### src/rtl/seq_divider16.sv
// -----------------------------------------------------------------------------
// seq_divider16
//   Multi-cycle restoring divider, unsigned or two's-complement signed. It
//   produces one quotient bit per clock and sits beside the carry-select
//   add/sub unit in the arithmetic block.
//
//   Handshake (both sides): a transfer happens on the rising edge where
//   valid and ready are both high. in_ready is high only in IDLE; out_valid is
//   high only in DONE, and the result outputs are held stable until the
//   consumer raises out_ready. Inputs are sampled only on the accept edge.
//
// Ports
//   clk, rst_n            clock, asynchronous active-low reset
//   in_valid / in_ready   operation handshake
//   dividend, divisor     operands, WIDTH bits
//   mod                   0 = unsigned, 1 = signed
//   out_valid / out_ready result handshake
//   quotient, remainder   registered results
//   div_by_zero           divisor was zero for this result
//   overflow              signed MIN / -1 for this result
//   dbg_state             current FSM state (IDLE=0, CALC=1, FIX=2, DONE=3)
// -----------------------------------------------------------------------------
module seq_divider16 #(
  parameter int WIDTH = 16
) (
  input  logic             clk,
  input  logic             rst_n,
  input  logic             in_valid,
  output logic             in_ready,
  input  logic [WIDTH-1:0] dividend,
  input  logic [WIDTH-1:0] divisor,
  input  logic             mod,
  output logic             out_valid,
  input  logic             out_ready,
  output logic [WIDTH-1:0] quotient,
  output logic [WIDTH-1:0] remainder,
  output logic             div_by_zero,
  output logic             overflow,
  output logic [1:0]       dbg_state
);

  localparam logic [1:0] S_IDLE = 2'd0;
  localparam logic [1:0] S_CALC = 2'd1;
  localparam logic [1:0] S_FIX  = 2'd2;
  localparam logic [1:0] S_DONE = 2'd3;

  localparam int CW = $clog2(WIDTH);

  logic [1:0]       state;
  logic [CW-1:0]    cnt;
  logic [WIDTH-1:0] dvd;     // dividend magnitude; quotient bits shift in at the LSB
  logic [WIDTH-1:0] dvs;     // divisor magnitude
  logic [WIDTH-1:0] p;       // partial remainder
  logic             mode_q;
  logic             neg_a;
  logic             neg_b;
  logic             ovf_q;

  // The shifted partial remainder can need WIDTH+1 bits in unsigned mode
  // (divisor magnitude up to 2^WIDTH-1), so keep the bit that falls out of p.
  logic [WIDTH:0]   shifted;
  logic [WIDTH+1:0] diff;
  logic [WIDTH-1:0] q_fix;
  logic [WIDTH-1:0] r_fix;
  logic [WIDTH-1:0] abs_a;
  logic [WIDTH-1:0] abs_b;

  assign in_ready  = (state == S_IDLE);
  assign out_valid = (state == S_DONE);
  assign dbg_state = state;

  assign shifted = {p, dvd[WIDTH-1]};
  assign diff    = {1'b0, shifted} - {2'b00, dvs};

  assign abs_a = (mod && dividend[WIDTH-1]) ? -dividend : dividend;
  assign abs_b = (mod && divisor[WIDTH-1])  ? -divisor  : divisor;

  // Sign fix-up. For MIN / -1 both signs are negative, so the unsigned
  // magnitude quotient (2^(WIDTH-1)) already reads as MIN with remainder 0.
  assign q_fix = (mode_q && (neg_a ^ neg_b)) ? -dvd : dvd;
  assign r_fix = (mode_q && neg_a) ? -p : p;

  always_ff @(posedge clk or negedge rst_n) begin
    if (!rst_n) begin
      state       <= S_IDLE;
      cnt         <= '0;
      dvd         <= '0;
      dvs         <= '0;
      p           <= '0;
      mode_q      <= 1'b0;
      neg_a       <= 1'b0;
      neg_b       <= 1'b0;
      ovf_q       <= 1'b0;
      quotient    <= '0;
      remainder   <= '0;
      div_by_zero <= 1'b0;
      overflow    <= 1'b0;
    end else begin
      case (state)
        S_IDLE: begin
          if (in_valid) begin
            mode_q      <= mod;
            neg_a       <= mod & dividend[WIDTH-1];
            neg_b       <= mod & divisor[WIDTH-1];
            dvd         <= abs_a;
            dvs         <= abs_b;
            p           <= '0;
            cnt         <= CW'(WIDTH - 1);
            ovf_q       <= mod && (dividend == {1'b1, {(WIDTH-1){1'b0}}})
                               && (divisor == {WIDTH{1'b1}});
            div_by_zero <= 1'b0;
            overflow    <= 1'b0;
            if (divisor == '0) begin
              quotient    <= '1;
              remainder   <= dividend;
              div_by_zero <= 1'b1;
              state       <= S_DONE;
            end else begin
              state <= S_CALC;
            end
          end
        end
        S_CALC: begin
          if (!diff[WIDTH+1]) begin
            p   <= diff[WIDTH-1:0];
            dvd <= {dvd[WIDTH-2:0], 1'b1};
          end else begin
            p   <= shifted[WIDTH-1:0];
            dvd <= {dvd[WIDTH-2:0], 1'b0};
          end
          cnt <= cnt - 1'b1;
          if (cnt == '0) state <= S_FIX;
        end
        S_FIX: begin
          quotient  <= q_fix;
          remainder <= r_fix;
          overflow  <= ovf_q;
          state     <= S_DONE;
        end
        default: begin
          if (out_ready) state <= S_IDLE;
        end
      endcase
    end
  end

endmodule

### config.mk
export PLATFORM = sky130hd
export DESIGN_NAME = seq_divider16
export DESIGN_NICKNAME = d
export VERILOG_FILES = /design/src/rtl/seq_divider16.sv
export SDC_FILE = /design/constraint.sdc
export NUM_CORES = 1
export LEC_CHECK = 0
export BUFFER_PORTS_ARGS = -buffer_cell sky130_fd_sc_hd__buf_2
export CAP_MARGIN = 20
export CORE_MARGIN = 2
export CORE_UTILIZATION = 55
export DETAILED_ROUTE_END_ITERATION = 7
export GPL_TIMING_DRIVEN = 0
export PLACE_DENSITY_LB_ADDON = 0.1
export SYNTH_ARGS = -nofsm -noshare
export SYNTH_HDL_FRONTEND = slang
export SYNTH_SLANG_ARGS = --single-unit
### constraint.sdc
create_clock -name clk -period 4.1 [get_ports clk]
set_input_delay 0.205 -clock clk [delete_from_list [all_inputs] [get_ports clk]]
set_output_delay 0.205 -clock clk [all_outputs]
set_load 0.1 [all_outputs]
### Word-level counts from Yosys, hierarchy flattened

Cells that the tools add are included.
Widths: inputs -> output; s select.

* register bits after elaboration: 92
* bits in latches: 0
* memory bits (writable): 0
* ROM bits: 0
* input port bits: 37
* memories: 0

* $add $sub $neg: 6
* $mul: 0
* divide/modulo/power cells: 0
* $lt $le $gt $ge: 0
* eq/ne operators: 8
* shift-type cells: 0
* multiplexer cells: 26
* bitwise gates (word level): 3
* reductions and logical operators: 17

Operators with widths (count)
* $mux 16: 11
* $pmux 16 s2: 4
* $neg 16->16: 4
* $eq 16x16->1 const B: 2
* $sub 17x16->18: 1
* $logic_not 16->1: 1
* $mux 2: 4
* $pmux 4 s2: 1
* $logic_and 1x1->1: 6
* $pmux 2 s3: 1
* $reduce_and 2->1: 3
* $reduce_and 3->1: 2
* $eq 2x2->1 const B: 2
* $logic_not 4->1: 1
* $mux 4: 1
* $ne 2x2->1 const B: 2
* $reduce_bool 2->1: 2
* $reduce_bool 4->1: 1
* $sub 4x1->4 const B: 1
* $mux 1: 3
* $and 1x1->1: 2
* $eq 2x1->1 const B: 1
* $logic_not 2->1: 1
* $ne 2x1->1 const B: 1
* other kinds (2): 2

### Longest topological paths before layout

* word-level depth: 4
* mapped depth: 10

### Worst setup path after synthesis

No wires, ideal clock.

* path kind: flip-flop to flip-flop
* from: register state[0] (netlist: dbg_state[0])
* to: register dvd[10]
* setup time: 0.083 ns
* arrival time: 3.052 ns
* required time: 4.017 ns
* slack: 0.966 ns
* cell stages (with the launch flop): 9
* clock period less this slack: 3.134 ns
* cell sequence: dfrtp_1 -> inv_1 -> ha_1 -> clkbuf_2 -> nand2_1 -> a21boi_1 -> clkbuf_1 -> a22oi_1 -> o21ai_0

* cells in the longest elaborated chain, start to end: 3

RTL lines
* start, declared: line 49 `logic [1:0] state;`
* start signal, assigned: line 85 `state <= S_IDLE;`
* start signal, assigned: line 117 `state <= S_DONE;`
* start signal, assigned: line 119 `state <= S_CALC;`
* $logic_not 2->1 (*)
* named net in_ready: line 29 `output logic in_ready,`
* $ne 2x2->1 (no source line) / $reduce_bool 2->1 (equally long branches)
* $reduce_and 2->1 (no source line)
* end signal, assigned: line 105 `dvd <= abs_a;`
* end signal, assigned: line 126 `dvd <= {dvd[WIDTH-2:0], 1'b1};`
* end signal, assigned: line 129 `dvd <= {dvd[WIDTH-2:0], 1'b0};`
* end, declared: line 51 `logic [WIDTH-1:0] dvd;`

Mark *: on every way through the listed nets, which the timed path passes. The rest lies on a longest branch.
A chain may end at the register's enable or synchronous reset.

### Worst setup path after layout

* from: register state[0] (netlist: dbg_state[0])
* to: register remainder[9]

* cells in the longest elaborated chain, start to end: 3

RTL lines
* $logic_not 2->1 / $eq 2x2->1 (equally long branches): line 99 `case (state)`
* $ne 2x1->1 (no source line) (tied with other cells)
* $reduce_and 3->1 (no source line)
* end signal, assigned: line 115 `remainder <= dividend;`
* end signal, assigned: line 136 `remainder <= r_fix;`
* end, declared: line 36 `output logic [WIDTH-1:0] remainder,`

Parallel ways exist; a longest one is shown, timed or not.

==> flow_metrics.py <==
metrics = {
    "setup_path": {
        "reg2regPathDepth": 8,
        "startpoint_type": "flip-flop",
        "rr_startpoint": "dbg_state[0]",
        "crit_path_end_kind": "flip-flop",
        "critical_path_class": "flip-flop to flip-flop",
        "cp_max_fo": 10,
        "cp-startpoint": "dbg_state[0]",
        "crit_required_ns": 4.37,
        "critical_path_arrival_ns": 3.06,
    },
    "route": {
        "topRoutingLayerUsed": "met4",
        "avgViaCountPerCell": 5.88,
        "met2_wirelength_um": 7470,
        "ant_nets": 0,
        "wl_per_cell_um": 16.9,
        "wl_met1_um": 6890,
        "vias": 5452,
        "drtPass1Iterations": 5,
        "drt-initial-drc-count": 390,
        "drc": 0,
        "wl_um": 15600,
        "wl_met3_um": 1030,
    },
    "clock_network": {
        "cts_tree": "built",
        "clock_path_buffers": 2,
        "clockRootBuffer": "clkbuf_8",
        "cts_sinks": 92,
        "cts_resized": 0,
        "hold_buffers": 1,
        "post_cts_buffers": 0,
        "insertion_delay_ns": 0.38,
        "htree_levels": 3,
        "cts.clk_slew.worst_paths_ns": 0.09,
        "numCtsBuffers": 9,
    },
    "layout": {
        "mostFrequentLayoutCell": "dfrtp_1",
        "final_cell_mix": "dfrtp_1, nand2_1, buf_2",
        "area_growth_pct": 12.8,
        "nets": 848,
        "antennaDiodeCount": 0,
        "final_area_um2": 6890,
        "drive_above_1_share_pct": 15.1,
        "nFillCells": 973,
    },
    "die": {
        "core_area_um2": 10800,
        "dieArea_um2": 12000,
        "initial_core_util_pct": 56.4,
        "io_pins": 75,
        "die_y_um": 109,
        "chipWidth_um": 109,
        "fp-row-count": 38,
    },
    "grt": {
        "grt_pass1_vias": 5208,
        "grt_overflow": 0,
        "antenna_found_initial": 0,
        "grt_max_degree": 53,
        "grt_pass1_wl_um": 25800,
        "grt_usage_pct": 27.9,
    },
    "yosys": {
        "synth_edf_count": 0,
        "ys_seq_area_share_pct": 37.7,
        "syn-num-nets": 762,
        "synth.avg_cell_area_um2": 8.77,
        "synth-warning-count": 0,
        "synthCells": 697,
        "synth_cell_types": 63,
        "synthArstFlopShare_pct": 100,
        "synth-main-ff-cell": "dfrtp_1",
        "synth_area_um2": 6110,
        "synth-seq-cells": 92,
    },
    "flow_run": {
        "cap_violations": 0,
    },
    "timing": {
        "min_period_ns": 2.79,
        "post-route-period-util_pct": 68.0,
        "skew_ns": 0.0150,
        "rsz0062_at_grt": "no",
        "fmax_mhz": 358,
        "timing_worst_slew_pin_value_ns": 0.798,
        "slew_headroom_pct": 46.8,
        "setup_viol": 0,
        "hold_viol_final": 0,
        "tns_ns": 0,
        "slew_violations": 0,
    },
    "placed_design": {
        "gp_congestion": 0.896,
        "placed_cell_area_um2": 6680,
        "dp_hpwl_um": 12400,
        "portBuffers": 73,
    },
    "worst_hold_path": {
        "hp-class": "primary input to flip-flop",
        "hold_start": "divisor[15]",
        "hold_depth": 3,
    },
    "outcome": {
        "outcome": "completed",
    },
}
-- logic make-up after synthesis --
kind of cell / after synthesis / share of synthesized area, %
AOI/OAI and AO/OA: 203 / 21.0
xor gates and xnor gates: 67 / 9.60
adders and majority gates: 28 / 5.86
buffers and inverters: 67 / 4.96
DFF: 92 / 37.7
muxes: 24 / 4.01
and+or+nand+nor: 216 / 16.9
-- critical path, stage by stage, from the launching register on --
cell	delay (ns)
dfrtp_1	0.45
inv_1	0.13
ha_1	0.16
clkbuf_1	0.33
clkbuf_1	0.65
clkbuf_1	0.56
nand2_1	0.16
o211ai_1	0.14
nand2_1	0.08
-- metrics by stage --
step	util, %	worst slack, ns	std cells	hold slack [ns]
after detailed placement	61.6	1.44	911	0.228
after global routing	63.6	1.20	928	0.142
after global placement	61.3	1.50	910	0.447
after floorplan	-	0.966	697	-0.0906
after CTS	63.6	1.36	928	0.118
final	63.6	1.31	928	0.122
-- layout make-up --
type,count,area (um2),area share (%)
buffer,31,168,2.43
clock inverter,4,47.5,0.690
sequential,92,2300,33.4
inverter,36,135,1.96
clock buffer,12,155,2.25
tap,140,175,2.54
timing repair buffer,75,405,5.88
multi-input combinational,538,3500,50.8
-- sequential cells by signal, indices dropped and copies added, names as in the netlist --
register and count:
neg_b 1, cnt 4, mode_q 1, p 16, neg_a 1, quotient 16, div_by_zero 1, dbg_state 2
dvd 16, overflow 1, remainder 16, ovf_q 1, dvs 16
-- cells in the mapped netlist (3+ instances only) --
cell type	n	area, um2
dfrtp_1	92	2300
nand2_1	82	308
o21ai_0	63	315
nor2_1	59	221
a21oi_1	38	190
xnor2_1	38	333
inv_1	36	135
xor2_1	29	254
ha_1	27	338
clkbuf_1	21	78.8
mux2i_1	20	200
a31oi_1	19	119
nor3_1	14	70.1
a22oi_1	12	90.1
nand3_1	10	50.1
nand2b_1	8	50.1
o21ai_1	8	40.0
o21ai_2	8	70.1
o31ai_1	8	60.1
or3_1	8	50.1
o22ai_1	7	43.8
buf_6	6	67.6
nand4_1	6	37.5
a21o_1	5	37.5
and2_1	5	31.3
nor2b_1	5	31.3
a22o_1	4	35.0
a32oi_1	4	35.0
mux2_2	4	45.0
o211ai_1	4	30.0
o41ai_1	4	35.0
nor4_1	3	18.8
o21a_1	3	22.5
or4_1	3	22.5
-- metal layers --
layer  global-route usage (%)  vias to the layer above
li1                         -                     2640
met4                     7.50                        0
met5                        0                        -
met2                     46.6                      170
met1                     37.0                     2618
met3                     5.87                       24
-- final timing paths --
path / endpoint / slack [ns]
max reg2reg: remainder[9] / 1.31
max in group asynchronous: dvs[9] / 3.11
max: remainder[9] / 1.31
min in group asynchronous: remainder[4] / 0.34
min: dvs[15] / 0.12
min reg2reg: remainder[9] / 0.47
Power is not shown: default switching activity piles up to over one toggle a cycle in this logic, so the estimate is an artifact.
